### config.mk
export PLATFORM = sky130hd
export DESIGN_NAME = bstream_enc
export DESIGN_NICKNAME = d
export VERILOG_FILES = /design/src/rtl/bstream_pkg.sv /design/src/rtl/bstream_enc_core.sv /design/src/rtl/bstream_enc.sv
export SDC_FILE = /design/constraint.sdc
export NUM_CORES = 1
export LEC_CHECK = 0
export CAP_MARGIN = 20
export CORE_MARGIN = 2
export CORE_UTILIZATION = 46
export DETAILED_ROUTE_END_ITERATION = 8
export GPL_TIMING_DRIVEN = 0
export PLACE_DENSITY = 0.82
export SLEW_MARGIN = 5
export SYNTH_ARGS = -nofsm -noshare
export SYNTH_HDL_FRONTEND = slang
export SYNTH_SLANG_ARGS = --single-unit
### constraint.sdc
create_clock -name clk -period 1.87 [get_ports clk]
set_clock_uncertainty 0.1 [all_clocks]
set_input_delay 0.374 -clock clk [delete_from_list [all_inputs] [get_ports clk]]
set_output_delay 0.374 -clock clk [all_outputs]
set_load 0.01 [all_outputs]
### src/rtl/bstream_pkg.sv
// Shared types and constants for the bstream_enc error-feedback symbol encoder.
package bstream_pkg;
    localparam int SYM_W = 2;
    localparam logic [SYM_W-1:0] MAX_LEVEL = 2'd3;

    typedef enum logic {
        IDLE = 1'b0,
        RUN  = 1'b1
    } bstream_state_t;
endpackage

### src/rtl/bstream_enc_core.sv
// One error-feedback step: integer part of (acc + level) is the symbol, fraction is carried.
module bstream_enc_core
    import bstream_pkg::*;
#(
    parameter int FRAC_W = 4
) (
    input  logic [FRAC_W-1:0] acc,
    input  logic [FRAC_W+1:0] level,
    output logic [SYM_W-1:0]  x,
    output logic [FRAC_W-1:0] acc_next
);
    logic [FRAC_W+1:0] s;

    // Level is clipped to 3.0 upstream, so s stays below 4.0 and never wraps.
    always_comb begin
        s        = {2'b00, acc} + level;
        x        = s[FRAC_W+1:FRAC_W];
        acc_next = s[FRAC_W-1:0];
    end
endmodule

### src/rtl/bstream_enc.sv
// Burst encoder: emits WIN 2-bit symbols whose sum is floor(WIN * value).
// Optional running-sum output is enabled by defining BSTREAM_ENC_SUM_EN.
module bstream_enc
    import bstream_pkg::*;
#(
    parameter int FRAC_W = 4,
    parameter int WIN    = 8
) (
    input  logic                       clk,
    input  logic                       rst,
    input  logic                       load,
    input  logic [FRAC_W+1:0]          value,
    output logic [SYM_W-1:0]           x,
    output logic                       valid,
    output logic                       done,
`ifdef BSTREAM_ENC_SUM_EN
    output logic [$clog2(3*WIN+1)-1:0] sum,
`endif
    output bstream_state_t             state
);
    localparam int CNT_W = $clog2(WIN + 1);
    localparam int SUM_W = $clog2(3*WIN + 1);
    localparam logic [FRAC_W+1:0] MAX_VAL = {MAX_LEVEL, {FRAC_W{1'b0}}};

    logic [FRAC_W+1:0] value_q;
    logic [FRAC_W+1:0] value_clip;
    logic [FRAC_W-1:0] acc;
    logic [CNT_W-1:0]  cnt;
    logic [FRAC_W-1:0] core_acc;
    logic [FRAC_W+1:0] core_level;
    logic [SYM_W-1:0]  core_x;
    logic [FRAC_W-1:0] core_acc_next;

    // A load computes the first symbol from a cleared accumulator on the same edge,
    // so it is visible the cycle after load is sampled.
    always_comb begin
        value_clip = (value > MAX_VAL) ? MAX_VAL : value;
        core_acc   = load ? '0 : acc;
        core_level = load ? value_clip : value_q;
    end

    bstream_enc_core #(.FRAC_W(FRAC_W)) u_core (
        .acc      (core_acc),
        .level    (core_level),
        .x        (core_x),
        .acc_next (core_acc_next)
    );

    // valid qualifies x for one cycle per symbol; there is no back-pressure, and
    // x is forced to 0 whenever valid is low.
    always_ff @(posedge clk or posedge rst) begin
        if (rst) begin
            state   <= IDLE;
            value_q <= '0;
            acc     <= '0;
            cnt     <= '0;
            x       <= '0;
            valid   <= 1'b0;
            done    <= 1'b0;
`ifdef BSTREAM_ENC_SUM_EN
            sum     <= '0;
`endif
        end else begin
            done <= 1'b0;
            if (load) begin
                state   <= RUN;
                value_q <= value_clip;
                acc     <= core_acc_next;
                cnt     <= CNT_W'(1);
                x       <= core_x;
                valid   <= 1'b1;
`ifdef BSTREAM_ENC_SUM_EN
                sum     <= SUM_W'(core_x);
`endif
            end else begin
                case (state)
                    RUN: begin
                        if (cnt == CNT_W'(WIN)) begin
                            state <= IDLE;
                            x     <= '0;
                            valid <= 1'b0;
                            done  <= 1'b1;
                        end else begin
                            acc   <= core_acc_next;
                            cnt   <= cnt + CNT_W'(1);
                            x     <= core_x;
                            valid <= 1'b1;
`ifdef BSTREAM_ENC_SUM_EN
                            sum   <= sum + SUM_W'(core_x);
`endif
                        end
                    end
                    default: begin
                        x     <= '0;
                        valid <= 1'b0;
                    end
                endcase
            end
        end
    end
endmodule

==> flow_summary_export.csv <==
group,metric,value,unit
cts,cts_tree,"built",
floorplan,fp-row-count,16,
routing,initialDrtViolationCount,9,
critical_path,crit_arrival,1940,ps
critical_path,cp-start-kind,"input pin",
synthesis,netlist_instances,94,
power,clockPowerShare,0.219,
global_route,antenna_found_initial,0,
power,comb_power_share,0.335,
power,power_switching,0.000328,W
synthesis,synth.largest_area_cell,"dfrtp_1",
synthesis,async_reset_ff_frac,1.00,
placed_design,gp_congestion,0.790,
layout,fillCellCount,165,
cts,cts_sinks,18,
critical_path,crit_fanout,7,
routing,drc,0,
power,leakage,0.615,nW
sta,max_slew.worst_pin.slew,679,ps
status,outcome,"complete, no violations",
synthesis,synth_seq_area_share,0.486,
layout,multi_input_area,469,um2
sta,period_needed,1850,ps
sta,finalHoldWorstSlack,275,ps
sta,fmax,540,MHz
cts,clk_pin_slew,100,ps
worst_hold_path,min_path_type,"input pin to flip-flop",
power,powerDensity,857,nW/um2
routing,routed-via-count,740,
synthesis,syn_area,926,um2
cts,cts_root_buf,"clkbuf_4",
global_route,grt_usage,0.179,
cts,clockBufferDepth,2,
sta,setup_viol,0,
routing,drt_pass1_iterations,4,
placed_design,dp_hpwl,1350,um
synthesis,synth.top_cell.area_share,0.486,
worst_hold_path,min_to,"value_q[5]",
cts,cts_hold_buf,0,
power,p_sw_frac,0.298,
sta,finalCritPeriodShare,0.990,
routing,routedWlPerCell,14.2,um
routing,wirelength,2120,um
synthesis,ys_ff_latch,18,
sta,slew_headroom,0.547,
critical_path,worstSetupEndpointType,"flip-flop",
layout,area_growth,39.1,%
layout,fin_nets,139,
layout,regArea,452,um2
routing,viasPerCell,4.97,
synthesis,synth_ff_type,"dfrtp_1",
critical_path,crit_start,"load",
synthesis,postSynthAreaPerCell,9.85,um2
power,power.internal,0.000775,W
cts,cts_made_buffers,3,
floorplan,initial_core_util,0.482,
sta,final_max_slew_viol_count,0,
global_route,globalRoute.totalOverflow,0,
synthesis,synth_area_leaders,"dfrtp_1, ha_1, inv_1",
critical_path,worstPathRequired,1960,ps
cts,insertion_delay,300,ps
power,seq_power_share,0.446,
global_route,first_global_vias,724,
floorplan,die_h,48.9,um
placed_design,place_ws,-841,ps
sta,rsz0062_at_grt,"yes",
floorplan,io_pins,14,
critical_path,timing.rr.end,"x[1]",
layout,drive_gt1_frac,0.320,
flow_run,drv_cap,0,
floorplan,die-area,2390,um2
sta,hold_violations,0,
cts,htreeDepth,1,
global_route,grt_max_degree,19,
synthesis,synth.distinct_cells,27,
critical_path,ff2ff_path_depth,8,
critical_path,path_class,"input pin to flip-flop",
layout,diodes,0,
worst_hold_path,hold_depth,2,
power,irDropWorstVdd,0.626,mV
synthesis,synth_fp_nets,110,
global_route,grt_pass1_wl,3230,um
routing,ant_nets,0,
floorplan,die_x,48.9,um
critical_path,worstReg2RegStart,"acc[0]",
worst_hold_path,holdCritStartpoint,"value[5]",
synthesis,yosys_warnings,0,
synthesis,synth_edf_count,0,
floorplan,core,1920,um2
sta,final.setup.worst_slack,18.1,ps
critical_path,r2r_slack,40,ps
placed_design,numPortBuffers,13,
-- cell families after synthesis --
kind of cell	share of synthesized area
mux	0.0230
compound gates	0.112
simple gates	0.159
flops	0.486
buf+inv	0.0689
xor+xnor	0.0473
fa+ha+maj	0.103
-- placed cells by master (no fill, tap or decap), drive strengths merged --
master / n
clkdlybuf4s50: 7
nor2: 5
o21a: 2
nand2b: 1
or4: 1
fa: 1
a211o: 1
buf: 14
o21ai: 5
mux2: 1
or3: 1
o211ai: 1
ha: 6
dlygate4sd2: 2
nand3: 6
mux2i: 1
nand2: 7
dfrtp: 18
a21oi: 8
a21o: 1
nand3b: 1
nor3b: 1
xnor2: 1
xor2: 4
nand4: 1
dlymetal6s2s: 1
clkbuf: 7
nor2b: 5
inv: 12
-- critical path, stage by stage --
cell	delay, ps
buf_6	90
buf_6	110
clkbuf_16	150
nand3_2	60
o21ai_2	60
ha_2	190
buf_4	130
buf_4	130
a211o_1	300
a21oi_2	160
or4_1	130
nand2_1	50
-- registers in the layout, summed over array words and instances (netlist names) --
name     cells
cnt          4
state        1
x            2
acc          4
done         1
value_q      6
-- timing repair --
item	CTS	global route
pin swaps	8	8
setup endpoints to repair	6	7
gates resized for setup	17	12
setup buffers	9	2
-- cell type report --
class | instances | share of cell area
Sequential cell | 18 | 0.351
Tap cell | 27 | 0.0262
Multi-Input combinational cell | 61 | 0.364
Inverter | 12 | 0.0350
Clock buffer | 4 | 0.0282
Timing Repair Buffer | 24 | 0.161
Buffer | 3 | 0.0340
-- Yosys cell counts (2+ instances only) --
library cell	count
a21oi_1	8
buf_4	2
dfrtp_1	18
ha_1	6
inv_1	11
nand2_1	7
nand3_1	6
nor2_1	5
nor2b_1	5
o21a_1	2
o21ai_0	5
xor2_1	4
-- power groups by stage --
stage | combinational, W | sequential, W | clock [W]
2_1_floorplan | 0.000197 | 0.000494 | 0
3_3_place_gp | 0.000264 | 0.000493 | 0
3_5_place_dp | 0.000281 | 0.000500 | 0
4_1_cts | 0.000332 | 0.000491 | 0.000247
5_1_grt | 0.000409 | 0.000500 | 0.000267
6_report | 0.000369 | 0.000492 | 0.000242
-- routing by layer --
metal	track usage	part of all wire	up-vias	wire, um
li1	-	-	366	-
met3	0.0491	0.039	2	83
met1	0.220	0.40	356	856
met4	0.0571	0.011	0	23
met5	0	0	-	0
met2	0.306	0.54	16	1150
-- how the worst max path moves through the flow --
stage           end  slack, ps  cells after the start
3_3_place_gp   x[0]       -750                     10
4_1_cts        x[0]        -60                     12
5_1_grt        x[1]        -40                      8
6_report       x[1]         20                     12
2_1_floorplan  x[0]        -90                     11
3_5_place_dp   x[0]       -840                     12
-- through the flow --
step                      cells  power [W]  setup TNS (ps)  utilization  area [um2]
after floorplan              94   0.000691            -146            -         958
after global placement      134   0.000757           -3070        0.584        1120
after detailed placement    134   0.000781           -3370        0.584        1120
after CTS                   147    0.00107           -55.5        0.649        1250
after global routing        149    0.00118            -109        0.670        1290
final                       149    0.00110               0        0.670        1290
No activity file was read; power rests on OpenSTA's default activity.
